<file path="src/rtl/vga_fb_fetch_ctrl.sv">
// Frame-buffer fetch controller: on each line request it bursts one display
// line out of the single-port pixel RAM into the line buffer, and shares the
// same RAM port with an image-loader writer. In FETCH the writer is offered one
// slot in every WR_SLOT cycles so it cannot be starved for a whole line.
//
// Handshakes:
//   line_req : one-cycle pulse; line_y is valid in the same cycle. Accepted only
//              in IDLE with line_y < V_ACT, otherwise req_err pulses.
//   wr_req   : level, held with wr_addr/wr_data until wr_ack. wr_ack pulses in
//              the cycle the write is presented to the RAM. No write is issued
//              while wr_ack is high, so the writer may update or drop its request
//              on the edge that ends the ack cycle.
//   mem_rdata: sampled at the edge that ends the cycle in which a read is
//              presented on mem_*; it lands on lb_* in the following cycle.
module vga_fb_fetch_ctrl #(
    parameter int H_ACT   = 640,
    parameter int V_ACT   = 480,
    parameter int ADDR_W  = 19,
    parameter int DATA_W  = 24,
    parameter int WR_SLOT = 8
) (
    input  logic              clk,
    input  logic              rst,
    input  logic              line_req,
    input  logic [11:0]       line_y,
    input  logic              wr_req,
    input  logic [ADDR_W-1:0] wr_addr,
    input  logic [DATA_W-1:0] wr_data,
    output logic              wr_ack,
    output logic              mem_en,
    output logic              mem_we,
    output logic [ADDR_W-1:0] mem_addr,
    output logic [DATA_W-1:0] mem_wdata,
    input  logic [DATA_W-1:0] mem_rdata,
    output logic              lb_we,
    output logic [9:0]        lb_addr,
    output logic [DATA_W-1:0] lb_wdata,
    output logic              busy,
    output logic              line_done,
    output logic              req_err
);

    localparam int                SLOT_W    = (WR_SLOT > 1) ? $clog2(WR_SLOT) : 1;
    localparam logic [SLOT_W-1:0] SLOT_LAST = SLOT_W'((WR_SLOT > 0) ? WR_SLOT - 1 : 0);
    localparam logic [9:0]        X_LAST    = 10'(H_ACT - 1);
    localparam logic [31:0]       FB_PIX    = 32'(H_ACT * V_ACT);

    typedef enum logic [1:0] {
        IDLE  = 2'd0,
        FETCH = 2'd1,
        DRAIN = 2'd2
    } state_t;

    // FSM and fetch bookkeeping
    state_t              state_q, state_d;
    logic [ADDR_W-1:0]   base_q, base_d;
    logic [9:0]          x_q, x_d;        // next pixel to read
    logic [SLOT_W-1:0]   slot_q, slot_d;
    logic [9:0]          rd_x_q, rd_x_d;  // pixel x of the read currently on mem_*

    // Registered outputs
    logic                wr_ack_q, wr_ack_d;
    logic                mem_en_q, mem_en_d;
    logic                mem_we_q, mem_we_d;
    logic [ADDR_W-1:0]   mem_addr_q, mem_addr_d;
    logic [DATA_W-1:0]   mem_wdata_q, mem_wdata_d;
    logic                lb_we_q, lb_we_d;
    logic [9:0]          lb_addr_q, lb_addr_d;
    logic [DATA_W-1:0]   lb_wdata_q, lb_wdata_d;
    logic                busy_q, busy_d;
    logic                line_done_q, line_done_d;
    logic                req_err_q, req_err_d;

    // Per-cycle decisions
    logic                line_ok;
    logic [ADDR_W-1:0]   line_base;
    logic                wr_in_fb;
    logic                slot_hit;
    logic                rd_issue;
    logic                wr_issue;
    logic [ADDR_W-1:0]   rd_addr;

    // Request qualification: line range, line base address, writer address range
    always_comb begin
        line_ok   = (32'(line_y) < 32'(V_ACT));
        line_base = ADDR_W'(32'(line_y) * 32'(H_ACT));
        wr_in_fb  = (32'(wr_addr) < FB_PIX);
        slot_hit  = (WR_SLOT > 0) && (slot_q == SLOT_LAST) && wr_req && !wr_ack_q;
    end

    // Next-state logic: decides each cycle whether a read, a write or nothing is issued
    always_comb begin
        state_d   = state_q;
        base_d    = base_q;
        x_d       = x_q;
        slot_d    = slot_q;
        rd_x_d    = rd_x_q;
        rd_issue  = 1'b0;
        wr_issue  = 1'b0;
        rd_addr   = '0;
        req_err_d = 1'b0;

        case (state_q)
            IDLE: begin
                // A line request wins over a pending writer in the same cycle.
                if (line_req) begin
                    if (line_ok) begin
                        base_d   = line_base;
                        rd_issue = 1'b1;
                        rd_addr  = line_base;
                        rd_x_d   = 10'd0;
                        x_d      = 10'd1;
                        slot_d   = '0;
                        state_d  = FETCH;
                    end else begin
                        req_err_d = 1'b1;
                    end
                end else if (wr_req && !wr_ack_q) begin
                    wr_issue = 1'b1;
                end
            end

            FETCH: begin
                req_err_d = line_req;
                if (WR_SLOT > 0) begin
                    slot_d = (slot_q == SLOT_LAST) ? '0 : slot_q + SLOT_W'(1);
                end
                if (slot_hit) begin
                    // Writer slot: the read pointer holds, the line just ends a cycle later.
                    wr_issue = 1'b1;
                end else begin
                    rd_issue = 1'b1;
                    rd_addr  = base_q + ADDR_W'(x_q);
                    rd_x_d   = x_q;
                    x_d      = x_q + 10'd1;
                    if (x_q == X_LAST) begin
                        state_d = DRAIN;
                    end
                end
            end

            DRAIN: begin
                // The last read is on mem_* this cycle; its data is captured below.
                req_err_d = line_req;
                x_d       = 10'd0;
                slot_d    = '0;
                state_d   = IDLE;
            end

            default: begin
                state_d = IDLE;
            end
        endcase
    end

    // RAM port and writer acknowledge for the next cycle
    always_comb begin
        wr_ack_d    = wr_issue;
        mem_we_d    = wr_issue && wr_in_fb;
        mem_en_d    = rd_issue || mem_we_d;
        mem_addr_d  = rd_issue ? rd_addr : (mem_we_d ? wr_addr : '0);
        mem_wdata_d = mem_we_d ? wr_data : '0;
        busy_d      = (state_q != IDLE) || (state_d != IDLE);
    end

    // Read return: the read presented this cycle is written to the line buffer next cycle
    always_comb begin
        lb_we_d     = mem_en_q && !mem_we_q;
        lb_addr_d   = lb_we_d ? rd_x_q : 10'd0;
        lb_wdata_d  = lb_we_d ? mem_rdata : '0;
        line_done_d = lb_we_d && (rd_x_q == X_LAST);
    end

    // State and output registers; reset aborts any line in flight
    always_ff @(posedge clk) begin
        if (rst) begin
            state_q     <= IDLE;
            base_q      <= '0;
            x_q         <= '0;
            slot_q      <= '0;
            rd_x_q      <= '0;
            wr_ack_q    <= 1'b0;
            mem_en_q    <= 1'b0;
            mem_we_q    <= 1'b0;
            mem_addr_q  <= '0;
            mem_wdata_q <= '0;
            lb_we_q     <= 1'b0;
            lb_addr_q   <= '0;
            lb_wdata_q  <= '0;
            busy_q      <= 1'b0;
            line_done_q <= 1'b0;
            req_err_q   <= 1'b0;
        end else begin
            state_q     <= state_d;
            base_q      <= base_d;
            x_q         <= x_d;
            slot_q      <= slot_d;
            rd_x_q      <= rd_x_d;
            wr_ack_q    <= wr_ack_d;
            mem_en_q    <= mem_en_d;
            mem_we_q    <= mem_we_d;
            mem_addr_q  <= mem_addr_d;
            mem_wdata_q <= mem_wdata_d;
            lb_we_q     <= lb_we_d;
            lb_addr_q   <= lb_addr_d;
            lb_wdata_q  <= lb_wdata_d;
            busy_q      <= busy_d;
            line_done_q <= line_done_d;
            req_err_q   <= req_err_d;
        end
    end

    assign wr_ack    = wr_ack_q;
    assign mem_en    = mem_en_q;
    assign mem_we    = mem_we_q;
    assign mem_addr  = mem_addr_q;
    assign mem_wdata = mem_wdata_q;
    assign lb_we     = lb_we_q;
    assign lb_addr   = lb_addr_q;
    assign lb_wdata  = lb_wdata_q;
    assign busy      = busy_q;
    assign line_done = line_done_q;
    assign req_err   = req_err_q;

endmodule

</file>
<file path="config.mk">
export PLATFORM = sky130hd
export DESIGN_NAME = vga_fb_fetch_ctrl
export DESIGN_NICKNAME = d
export VERILOG_FILES = /design/src/rtl/vga_fb_fetch_ctrl.sv
export SDC_FILE = /design/constraint.sdc
export NUM_CORES = 1
export LEC_CHECK = 0
export ABC_CLOCK_PERIOD_IN_PS = 2600
export CORE_MARGIN = 2
export CORE_UTILIZATION = 40
export CTS_BUF_LIST = sky130_fd_sc_hd__clkbuf_8
export DETAILED_ROUTE_END_ITERATION = 16
export GPL_TIMING_DRIVEN = 1
export PLACE_DENSITY = 0.78
export SLEW_MARGIN = 15
export SYNTH_ARGS = -nofsm -noshare
export SYNTH_HDL_FRONTEND = slang
export SYNTH_SLANG_ARGS = --single-unit
</file>
<file path="constraint.sdc">
create_clock -name clk -period 2.6 [get_ports clk]
set_clock_uncertainty 0.05 [all_clocks]
set_input_delay 0.26 -clock clk [delete_from_list [all_inputs] [get_ports clk]]
set_output_delay 0.26 -clock clk [all_outputs]
set_load 0.01 [all_outputs]
</file>
# ---- Yosys cells after proc, flatten, opt, wreduce, memory -nomap -nowiden
# Index checks and enable logic that the tools add are counted.
dict set report totals {
  reg_bits 121
  latch_bits 0
  mem_bits_rw 0
  rom_bits 0
  input_bits 83
  out_inout_bits 84
  elab_cells 88
  n_memories 0
}
dict set report classes {
  add_sub_neg 3
  n_mul 1
  div_mod_pow 0
  magnitude_cmp 2
  eq_ne 8
  shifts 0
  n_mux 34
  n_bitwise 2
  n_reduce_logical 22
}
# operator count
set op_table {}
lappend op_table {{$mux 19} 5}
lappend op_table {{$mux 10} 6}
lappend op_table {{$pmux 19 s2} 1}
lappend op_table {{$pmux 10 s3} 1}
lappend op_table {{$eq 10x10->1 const B} 2}
lappend op_table {{$pmux 10 s2} 1}
lappend op_table {{$add 19x10->19} 1}
lappend op_table {{$lt 19x19->1 const B} 1}
lappend op_table {{$lt 12x9->1 const B} 1}
lappend op_table {{$mul 12x3->12 const B} 1}
lappend op_table {{$add 10x1->10 const B} 1}
lappend op_table {{$mux 3} 3}
lappend op_table {{$pmux 3 s3} 1}
lappend op_table {{$mux 1} 8}
lappend op_table {{$mux 2} 4}
lappend op_table {{$reduce_and 4->1} 2}
lappend op_table {{$logic_and 1x1->1} 6}
lappend op_table {{$ne 2x2->1 const B} 3}
lappend op_table {{$pmux 1 s2} 3}
lappend op_table {{$reduce_and 3->1} 2}
lappend op_table {{$reduce_bool 2->1} 3}
lappend op_table {{$reduce_or 2->1} 3}
lappend op_table {{$pmux 2 s2} 1}
lappend op_table {{$add 3x1->3 const B} 1}
lappend op_table {{8 further kinds} 11}

# ---- Longest topological paths before layout
dict set report depth {
  ltp_word 8
  mapped_depth 9
}

# ---- Worst setup path after synthesis
# Ideal clock, no wire load.
dict set report synth_path {
  path_type {input -> register}
  startpoint {in line_y[1]}
  endpoint {reg mem_addr_q[18] (netlist: mem_addr[18])}
  arrival_ps 2081
  required_time_ps 2418
  path_slack_ps 338
  cell_stages 8
  n_path_buf 0
  path_cell_list {ha_1 ha_1 fa_1 a21o_1 a221oi_1 o21ai_0 mux2i_1 o21ai_0}
}
dict set report synth_via {
  elab_chain_len 5
  elab_cells_between_ends 9
}
# element line_no
set synth_lines {}
lappend synth_lines {{start: declaration} 25} ;# input logic [11:0] line_y,
lappend synth_lines {{$mul 12x3->12 / $lt 12x9->1 (equally long branches)} {86, 85}}
lappend synth_lines {{$mux 19 / $mux 1 (equally long branches)} 107} ;# if (line_ok) begin
lappend synth_lines {{$mux 19 / $mux 1 (equally long branches)} 106} ;# if (line_req) begin
lappend synth_lines {{$pmux 19 s2 / $pmux 1 s2 (equally long branches)} 103} ;# case (state_q)
lappend synth_lines {{$mux 19 *} 161} ;# mem_addr_d = rd_issue ? rd_addr : (mem_we_d ? wr_addr : '0);
lappend synth_lines {{end signal: assignment} 202} ;# mem_addr_q <= mem_addr_d;
lappend synth_lines {{end: declaration} 65} ;# logic [ADDR_W-1:0] mem_addr_q, mem_addr_d;
# Every way passes the cells marked *; elsewhere a longest branch is shown, timed or not.
# A chain may end at the register's enable or synchronous reset.

# ---- Worst setup path in the final report
# Same ends and word-level chain as after synthesis.

==> results.yml <==
worst_setup_path:
  crit_slowest_cell: "sky130_fd_sc_hd__clkdlybuf4s50_1"
  setup_crit_end_kind: "flop"
  worstSetupPathType: "input port to flop"
  worst-path-max-fanout: 2
  timing.critical_path.buf_inv: 1
  cells_traversed_along_the_worst_timing_path: "clkdlybuf4s50_1, ha_1, ha_1, fa_1, a21o_1, a221oi_1, o21ai_0, mux2i_1, o21ai_0"
  crit_required_ps: 2850
  endpoint_arrival_time_on_the_critical_path_ps: 2700
  cp_top_delay_family: "adder cells"
  start_kind: "input port"
  critPathMaxStageDelay_ps: 430
synth:
  ys_dominant_reg_cell: "sky130_fd_sc_hd__dfxtp_1"
  number_of_enable_type_register_cells_in_the_synthesized_netlist: 0
  synth_area_um2: 4790
  synthMostInstantiatedCell: "sky130_fd_sc_hd__dfxtp_1"
  synthesis.nets: 597
  netlist_top_cells_area: "sky130_fd_sc_hd__dfxtp_1 (51%), sky130_fd_sc_hd__and2_1 (8.0%), sky130_fd_sc_hd__ha_1 (7.1%), sky130_fd_sc_hd__a21oi_1 (3.2%), sky130_fd_sc_hd__a22oi_1 (3.1%)"
  ys_async_rst_share_pct: 0
  synth.largest_area_cell: "sky130_fd_sc_hd__dfxtp_1"
  yosysTopAreaCellShare_pct: 50.6
  post_synth_most_frequent_cells: "sky130_fd_sc_hd__dfxtp_1 (121), sky130_fd_sc_hd__and2_1 (61), sky130_fd_sc_hd__nor2_1 (40)"
  avgSynthCellArea_um2: 9.88
  syn-instance-count: 485
  synth_cell_type_count: 51
  sequential_to_total_area_share_from_yosys_stat_pct: 50.6
  synth-seq-cells: 121
  synthesis_warnings: 0
floorplanning:
  io_pins: 167
  die-height_um: 113
  die-width_um: 113
  coreArea_um2: 11600
  initial_utilization_pct: 41.4
  row_count: 39
  die_area_um2: 12900
hold_path:
  min_path_type: "input port to flop"
power_and_ir_drop:
  power_frac_seq_pct: 47.7
  ir_worst_vdd_mv: 0.285
  power_per_cell_area_nw_per_um2: 563
  power.internal_mw: 3.03
  post-layout-total-power_mw: 3.99
  switching_share_pct: 24.1
  p_sw_mw: 0.961
  combinationalPowerShare_pct: 11.4
  pwr-share-clk_pct: 40.8
  total_leakage_power_nw: 2.78
routing:
  drt-pass1-iter-count: 6
  route.detailed.wl_per_inst_um: 14.7
  drt-vias-per-instance: 5.10
  drt_iter0_drc: 299
  total_via_count_after_detailed_routing: 4226
  drc: 0
  overall_routed_net_length_um: 12200
  postRouteAntennaNets: 0
clock_network:
  clockRootBuffer: "sky130_fd_sc_hd__clkbuf_8"
  worst_setup_hold_path_clk_slew_ps: 70
  cts_setup_buffers: 0
  cts_resized: 0
  cts_hold_buffers: 0
  worstSkewPairLatency_ps: 430
  tritoncts_clock_tree: "yes"
  ctsHtreeMaxLevel: 4
  tritoncts_num_sinks: 121
  clockBufferDepth: 2
  cts_buffers: 17
global_routing:
  pin_count_of_the_biggest_net_entering_global_routing: 32
  met3_grt_util_pct: 5.37
  grt_pass1_vias: 4071
  grt_util_met1_pct: 21.3
  gr-usage-all-layers_pct: 18.7
  grt_pass1_wl_um: 19300
  globalRouteMet2Util_pct: 33.7
  antenna_found_initial: 0
  layer_with_the_highest_usage_after_global_routing: "met2"
  grt_overflow_total: 0
sta:
  final-max-slew-violation-count: 0
  max_freq_mhz: 408
  finalCriticalPeriod_ps: 2450
  fin_tns_setup_ps: 0
  fin_crit_sh_pct: 94.3
  final_hold_viol_count: 0
  setup_viol: 0
  fin_ws_ps: 147
  grt_setup_unrepaired: "false"
  tightestPinTransition_ps: 670
  timing.hold.ws_ps: 201
  worst_slew_margin_relative_to_its_limit_pct: 54.2
place:
  gp_routability_congestion: 0.854
  place_worst_setup_slack_ps: -289
  placedCellCount: 797
  dpl_cell_area_um2: 6700
  io_buffer_count: 166
  dp.final_hpwl_um: 9330
finish:
  area_growth_pct: 48.2
  finish.cell_count_without_fillers: 829
  final-seq-area_um2: 2420
  area_taken_by_multi_input_logic_gates_um2: 2240
  post-route-cell-area_um2: 7100
  antenna_cells_inserted: 0
  fin_util_pct: 61.4
  n_fill_cell: 966
  share_of_post_route_cells_with_drive_strength_above_1_pct: 9.62
  nets: 785
flow_run:
  cap_violations: 0
outcome:
  status: "finished, final reports clean"
power groups by stage:
stage | registers (mW) | clock network [mW] | logic, mW
after CTS | 1.90 | 1.67 | 0.456
after detailed placement | 1.95 | 0 | 0.452
after global routing | 1.91 | 1.76 | 0.494
after global placement | 1.95 | 0 | 0.444
final | 1.91 | 1.63 | 0.457
after floorplan | 1.96 | 0 | 0.183
worst min-delay path, stage by stage:
cell and delay, ps:
sky130_fd_sc_hd__buf_2 100, sky130_fd_sc_hd__nor3b_2 100, sky130_fd_sc_hd__and2_1 170
worst paths after layout:
| path | from | to | slack (ps) | depth (start not counted) |
|---|---|---|---|---|
| hold reg to reg | base_q[18]$_SDFFE_PP0P_ | base_q[18]$_SDFFE_PP0P_ | 410 | 2 |
| hold / removal | rst | lb_addr[7]$_SDFF_PP0_ | 200 | 3 |
| setup / recovery | line_y[1] | mem_addr[18]$_SDFF_PP0_ | 150 | 9 |
| setup reg to reg | x_q[7]$_SDFFE_PP0P_ | mem_addr[17]$_SDFF_PP0_ | 300 | 8 |
layer usage:
metal  vias up  wire, um
li1       2072         -
met2       178      6270
met3        14       842
met1      1962      4960
met5         -         0
met4         0       140
kinds of logic after synthesis:
| kind of cell | after synthesis | synth area share, % |
|---|---|---|
| AO/OA/AOI/OAI | 93 | 13.2 |
| XOR/XNOR | 22 | 4.02 |
| adder cells (fa/ha/maj) | 29 | 7.89 |
| buffers and inverters | 29 | 2.87 |
| flip-flops | 121 | 50.6 |
| multiplexers | 1 | 0.209 |
| AND/OR/NAND/NOR | 190 | 21.3 |
cell type report:
cell class	count	share of cell area [%]
tap	143	2.52
sequential	121	34.1
inverter	8	0.423
clock buffer	18	3.49
clock inverter	14	2.06
multi-input combinational	335	31.5
timing repair buffer	190	25.9
cell usage in the layout (no fill, tap or decap), drive strengths merged, types with 2 or more instances in the layout:
| cell type | n |
|---|---|
| dfxtp | 121 |
| clkinv | 3 |
| and2 | 61 |
| clkdlybuf4s50 | 165 |
| nand3b | 3 |
| nand2b | 2 |
| a211oi | 3 |
| a21oi | 33 |
| inv | 11 |
| nor2 | 40 |
| a22oi | 20 |
| or4 | 2 |
| xnor2 | 11 |
| xor2 | 11 |
| a222oi | 5 |
| nand2 | 35 |
| nand3 | 13 |
| nor3b | 2 |
| nand4 | 9 |
| buf | 25 |
| a21o | 5 |
| nor2b | 2 |
| ha | 27 |
| o21ai | 10 |
| clkinvlp | 6 |
| a211o | 2 |
| bufinv | 2 |
| and3 | 6 |
| clkbuf | 18 |
| nor4b | 2 |
| or3 | 2 |
| a221oi | 4 |
| and4 | 2 |
| fa | 2 |
| nor3 | 8 |
registers in the layout (all words and copies together), names as in the netlist:
name,count
mem_wdata,24
mem_en,1
lb_addr,10
line_done,1
x_q,10
mem_addr,19
wr_ack,1
lb_wdata,24
mem_we,1
rd_x_q,10
lb_we,1
state_q,2
slot_q,3
req_err,1
base_q,12
busy,1
Note: power is estimated with default switching activity, not from simulation.
